===== src/rtl/store_write_buffer_pkg.sv =====
// rtl/store_write_buffer_pkg.sv - store size encodings, buffer defaults and lane-mask helpers
package store_write_buffer_pkg;

  // Store size as presented by the execute stage
  typedef enum logic [1:0] {
    MEM_SIZE_B = 2'b00,
    MEM_SIZE_H = 2'b01,
    MEM_SIZE_W = 2'b10,
    MEM_SIZE_D = 2'b11
  } mem_size_e;

  localparam int STB_DEPTH = 2;
  localparam int STB_DW    = 64;
  localparam int STB_MW    = STB_DW / 8;

  // Byte-enable pattern of a store placed at lane 0
  function automatic logic [STB_MW-1:0] size_base_mask(input mem_size_e size);
    logic [STB_MW-1:0] m;
    case (size)
      MEM_SIZE_B: m = 8'h01;
      MEM_SIZE_H: m = 8'h03;
      MEM_SIZE_W: m = 8'h0F;
      default:    m = 8'hFF;
    endcase
    return m;
  endfunction

  // A store is misaligned when any address bit below its natural alignment is set
  function automatic logic size_misaligned(input logic [2:0] off, input mem_size_e size);
    logic mis;
    case (size)
      MEM_SIZE_B: mis = 1'b0;
      MEM_SIZE_H: mis = off[0];
      MEM_SIZE_W: mis = |off[1:0];
      default:    mis = |off;
    endcase
    return mis;
  endfunction

endpackage


===== src/rtl/store_align.sv =====
// rtl/store_align.sv - places right-justified store data onto its byte lanes within a dword
module store_align
  import store_write_buffer_pkg::*;
(
  input  logic [2:0]        addr_off,
  input  logic [1:0]        size,
  input  logic [STB_DW-1:0] data,
  output logic [STB_DW-1:0] wdata,
  output logic [STB_MW-1:0] wmask,
  output logic              misaligned
);

  mem_size_e         size_e;
  logic [STB_MW-1:0] base;
  logic [STB_DW-1:0] lane_keep;

  // Trim data to the store size, then shift data and mask by the byte offset
  always_comb begin
    size_e = mem_size_e'(size);
    base   = size_base_mask(size_e);
    for (int i = 0; i < STB_MW; i++) begin
      lane_keep[8*i +: 8] = {8{base[i]}};
    end
    wmask      = base << addr_off;
    wdata      = (data & lane_keep) << {addr_off, 3'b000};
    misaligned = size_misaligned(addr_off, size_e);
  end

endmodule


===== src/rtl/store_write_buffer.sv =====
// rtl/store_write_buffer.sv - in-order buffer of formatted stores draining to a valid/ready write port
module store_write_buffer
  import store_write_buffer_pkg::*;
#(
  parameter int DEPTH = STB_DEPTH,
  parameter int AW    = 64,
  parameter int DW    = STB_DW
) (
  input  logic            clk,
  input  logic            rst_n,
  input  logic            st_valid,
  output logic            st_ready,
  input  logic [AW-1:0]   st_addr,
  input  logic [DW-1:0]   st_data,
  input  logic [1:0]      st_size,
  output logic            mem_wvalid,
  input  logic            mem_wready,
  output logic [AW-1:0]   mem_waddr,
  output logic [DW-1:0]   mem_wdata,
  output logic [DW/8-1:0] mem_wmask,
  output logic            sb_empty,
  output logic            st_err,
  output logic [AW-1:0]   err_addr
);

  localparam int PTR_W = $clog2(DEPTH);
  localparam int CNT_W = PTR_W + 1;
  localparam logic [CNT_W-1:0] CNT_FULL = CNT_W'(DEPTH);

  logic [PTR_W-1:0] wr_ptr_q, wr_ptr_d;
  logic [PTR_W-1:0] rd_ptr_q, rd_ptr_d;
  logic [CNT_W-1:0] count_q, count_d;
  logic             st_err_q, st_err_d;
  logic [AW-1:0]    err_addr_q, err_addr_d;

  // Entries are stored already formatted so the drain side is a plain read
  logic [AW-1:0]    addr_mem [DEPTH];
  logic [DW-1:0]    data_mem [DEPTH];
  logic [DW/8-1:0]  mask_mem [DEPTH];

  logic [DW-1:0]    fmt_wdata;
  logic [DW/8-1:0]  fmt_wmask;
  logic             fmt_mis;
  logic             fire, enq, err_fire, deq;

  store_align u_align (
    .addr_off   (st_addr[2:0]),
    .size       (st_size),
    .data       (st_data),
    .wdata      (fmt_wdata),
    .wmask      (fmt_wmask),
    .misaligned (fmt_mis)
  );

  assign st_ready   = (count_q != CNT_FULL);
  assign mem_wvalid = (count_q != '0);
  assign sb_empty   = (count_q == '0);
  assign st_err     = st_err_q;
  assign err_addr   = err_addr_q;

  // Head entry is only shown while valid, so a reset or empty buffer presents zeros
  assign mem_waddr  = mem_wvalid ? addr_mem[rd_ptr_q] : '0;
  assign mem_wdata  = mem_wvalid ? data_mem[rd_ptr_q] : '0;
  assign mem_wmask  = mem_wvalid ? mask_mem[rd_ptr_q] : '0;

  // Handshake decode, pointer/count next state and error capture
  always_comb begin
    fire     = st_valid && st_ready;
    enq      = fire && !fmt_mis;
    err_fire = fire && fmt_mis;
    deq      = mem_wvalid && mem_wready;

    wr_ptr_d   = wr_ptr_q;
    rd_ptr_d   = rd_ptr_q;
    count_d    = count_q;
    st_err_d   = err_fire;
    err_addr_d = err_addr_q;

    if (enq) wr_ptr_d = wr_ptr_q + PTR_W'(1);
    if (deq) rd_ptr_d = rd_ptr_q + PTR_W'(1);

    case ({enq, deq})
      2'b10:   count_d = count_q + CNT_W'(1);
      2'b01:   count_d = count_q - CNT_W'(1);
      default: count_d = count_q;
    endcase

    if (err_fire) err_addr_d = st_addr;
  end

  // Control state register with synchronous active-low reset
  always_ff @(posedge clk) begin
    if (!rst_n) begin
      wr_ptr_q   <= '0;
      rd_ptr_q   <= '0;
      count_q    <= '0;
      st_err_q   <= 1'b0;
      err_addr_q <= '0;
    end else begin
      wr_ptr_q   <= wr_ptr_d;
      rd_ptr_q   <= rd_ptr_d;
      count_q    <= count_d;
      st_err_q   <= st_err_d;
      err_addr_q <= err_addr_d;
    end
  end

  // Entry storage written at the tail on an accepted aligned store
  always_ff @(posedge clk) begin
    if (rst_n && enq) begin
      addr_mem[wr_ptr_q] <= {st_addr[AW-1:3], 3'b000};
      data_mem[wr_ptr_q] <= fmt_wdata;
      mask_mem[wr_ptr_q] <= fmt_wmask;
    end
  end

endmodule

===== config.mk =====
export PLATFORM = sky130hd
export DESIGN_NAME = store_write_buffer
export DESIGN_NICKNAME = d
export VERILOG_FILES = /design/src/rtl/store_write_buffer_pkg.sv /design/src/rtl/store_align.sv /design/src/rtl/store_write_buffer.sv
export SDC_FILE = /design/constraint.sdc
export NUM_CORES = 1
export LEC_CHECK = 0
export ABC_CLOCK_PERIOD_IN_PS = 19050
export BUFFER_PORTS_ARGS = -buffer_cell sky130_fd_sc_hd__buf_2
export CORE_MARGIN = 2
export CORE_UTILIZATION = 32
export CTS_CLUSTER_DIAMETER = 200
export DETAILED_ROUTE_END_ITERATION = 16
export SKIP_LAST_GASP = 1
export SLEW_MARGIN = 25
export SYNTH_ARGS = -nofsm -noshare
export SYNTH_HDL_FRONTEND = slang
export SYNTH_HIERARCHICAL = 1
export SYNTH_SLANG_ARGS = --single-unit

===== constraint.sdc =====
create_clock -name clk -period 19.05 [get_ports clk]
set_input_delay 0.9525 -clock clk [delete_from_list [all_inputs] [get_ports clk]]
set_output_delay 0.9525 -clock clk [all_outputs]
set_load 0.02 [all_outputs]

==> results.toml <==
[drt]
dr_wl_met2_um = 18100
final_antenna_net_count = 0
drt_pass1_iterations = 5
drt_iter0_markers = 705
vias = 10100
wirelength_um = 39600
dr.max_layer_used = "met5"
met1_length_um = 16900
wl_per_cell_um = 18.7
viasPerCell = 4.78
drc = 0
met3_length_um = 2860

[sta]
layout_setup_ws_ns = 14.84
fin_skew_ns = 0.0237
report.final.slew_viol_count = 0
worstMarginPinSlew_ns = 1.03
fin_crit_sh = 0.221
final-hold-violation-count = 0
period_minus_slack_ns = 4.21
maxSlewHeadroom = 0.309
fin_tns_setup_ns = 0
fmax_ghz = 0.237
setup_viol = 0
rsz0062_at_grt = "no"

[hold_path]
min_from = "err_addr[0]"
min_path_type = "reg2reg"

[logic_synthesis]
synth_warnings = 6
synthesis.area_sq_um = 14900
ys.flop_type = "edfxtp_1"
seq_area_frac_synth = 0.630
async_flop_share = 0
synth_edf_count = 266
syn_inst = 1186
synth_top_area_share = 0.536
synth_area_leaders = "edfxtp_1 54%, mux2i_1 16%, dfxtp_1 9.4%"
yosys.area.top_type = "edfxtp_1"
syn_area_per_cell_sq_um = 12.6
synth.distinct_cells = 46
synth.ff_latch_count = 336

[worst_setup_path]
crit_start = "st_addr[1]"
r2r_slack_ns = 15.83
cp_data_arrival_time_ns = 4.36
cp-end-kind = "flip-flop"
cp_common_cell = "buf_4"
start_kind = "primary input"
required_ns = 19.20
cp_slowest_stage_delay_ns = 0.81
worstPathCellList = "buf_2 -> buf_4 -> o21ai_0 -> o21ai_0 -> nand3b_1 -> nor2_4 -> buf_4 -> buf_4"
r2r_start = "count_q[0]"
critPathKind = "in2reg"
crit_fanout = 67
slowest_stage = "buf_4"

[clocking]
clk_pin_slew_ns = 0.06
clock_sinks = 336
cts-buffers-inserted = 37
clockBufferDepth = 3
ctsResizeCount = 0
clk_latency_ns = 0.55
postCtsHoldBufs = 0
cts_setup_buffers = 0
cts_root_buffer = "clkbuf_16"
cts_tree = "done"
cts.htree.levels = 2

[die]
coreArea_sq_um = 46300
initial_core_util = 0.322
num_io_pins = 338
die_x_um = 220
core.rowCount = 79
die_y_um = 220
die_area_sq_um = 48300

[place]
place_area_sq_um = 16900
dpl_worst_slack_ns = 13.86
finalWeightedCongestion = 0.889
hpwl_um = 27400
numPortBuffers = 334
dp_cells = 2051

[final_layout]
nNetsFinal = 1619
utilization = 0.394
fin_cells = 2121
mostFrequentLayoutCell = "buf_2"
area_delta_synth_final_pct = 22.3
drive_above_1_share = 0.280
most-common-layout-cells = "332 x buf_2, 266 x edfxtp_1, 238 x mux2i_1, 192 x nor2_1, 147 x nand2_1"
finish.instance_area_sq_um = 18200

[grt]
grt_pass1_wl_um = 58600
track_usage = 0.160
antenna_found_initial = 2
grt_max_degree = 86
grt_pass1_vias = 9905
overflow = 0

[pwr]
p_int_uw = 1530
p_sw_frac = 0.344
power.density_nw_per_um2 = 128
seq_power_share = 0.367
peakVddDrop_mv = 0.0754
p_switching_uw = 805
power_frac_comb = 0.306
clockPowerShare = 0.328
leakage_uw = 0.00707

[run]
cap_violations = 0

[run_status]
status = "finished clean"
metal layers:
| layer | track usage | up-vias |
|---|---|---|
| met1 | 0.206 | 4837 |
| met3 | 0.0440 | 92 |
| li1 | - | 4861 |
| met5 | 0 | - |
| met2 | 0.250 | 355 |
| met4 | 0.0763 | 2 |
synth_stat cells (9+ instances only):
cell      count
nand2_1     147
dfxtp_1      70
mux2i_1     238
nor2_1      193
nand2b_1      9
o21ai_0      24
and2_1       20
buf_2        35
edfxtp_1    266
a22oi_1      10
a211oi_1     11
buf_4         9
a21oi_1      29
clkbuf_1     29
through the flow:
step,hold WS (ns),total power [uW]
4_1_cts,0.458,2370
3_5_place_dp,0.444,1600
2_1_floorplan,0.438,1360
6_report,0.454,2340
5_1_grt,0.473,2450
3_3_place_gp,0.440,1600
cell families after synthesis:
| kind of cell | after synthesis | share of synthesized area |
|---|---|---|
| flip-flops | 336 | 0.630 |
| AND/OR/NAND/NOR | 386 | 0.107 |
| multiplexers | 238 | 0.160 |
| buffers and inverters | 97 | 0.0403 |
| AO/OA/AOI/OAI | 124 | 0.0600 |
| other | 1 | 0.000252 |
| adder cells (fa/ha/maj) | 1 | 0.000840 |
| XOR/XNOR | 3 | 0.00176 |
path summary, 6_finish.rpt:
kind	endpoint	cells after the start
worst min register to register	err_addr[0]	2
worst min-delay path	err_addr[0]	2
worst max register to register	data_mem[0][0]	5
worst max-delay path	data_mem[0][0]	8
critical path, delay by kind of cell:
family,cells,cell delay (ns)
simple gates,2,0.98
buf+inv,4,1.75
compound gates,2,0.58
sequential cells by signal, summed over array words and instances, names as in the netlist, named ones only:
register  count
addr_mem    122
data_mem    128
count_q       2
wr_ptr_q      1
err_addr     64
st_err        1
mask_mem     16
rd_ptr_q      1
power groups by stage:
stage	clock (uW)	combinational (uW)	sequential [uW]
finish	766	714	858
floorplan	0	483	878
global placement	0	723	872
CTS	786	729	858
global route	816	775	861
detailed placement	0	727	873
final cells by class:
class,instances,area (sq um)
inverters,6,25.0
flip-flops and latches,336,9390
multi-input cells,755,4930
fillers,4465,28000
well taps,607,759
diodes,1,2.50
repair buffers,348,1810
clock buffers,45,998
clock inverters,23,307
(Power assumes the default switching activity.)
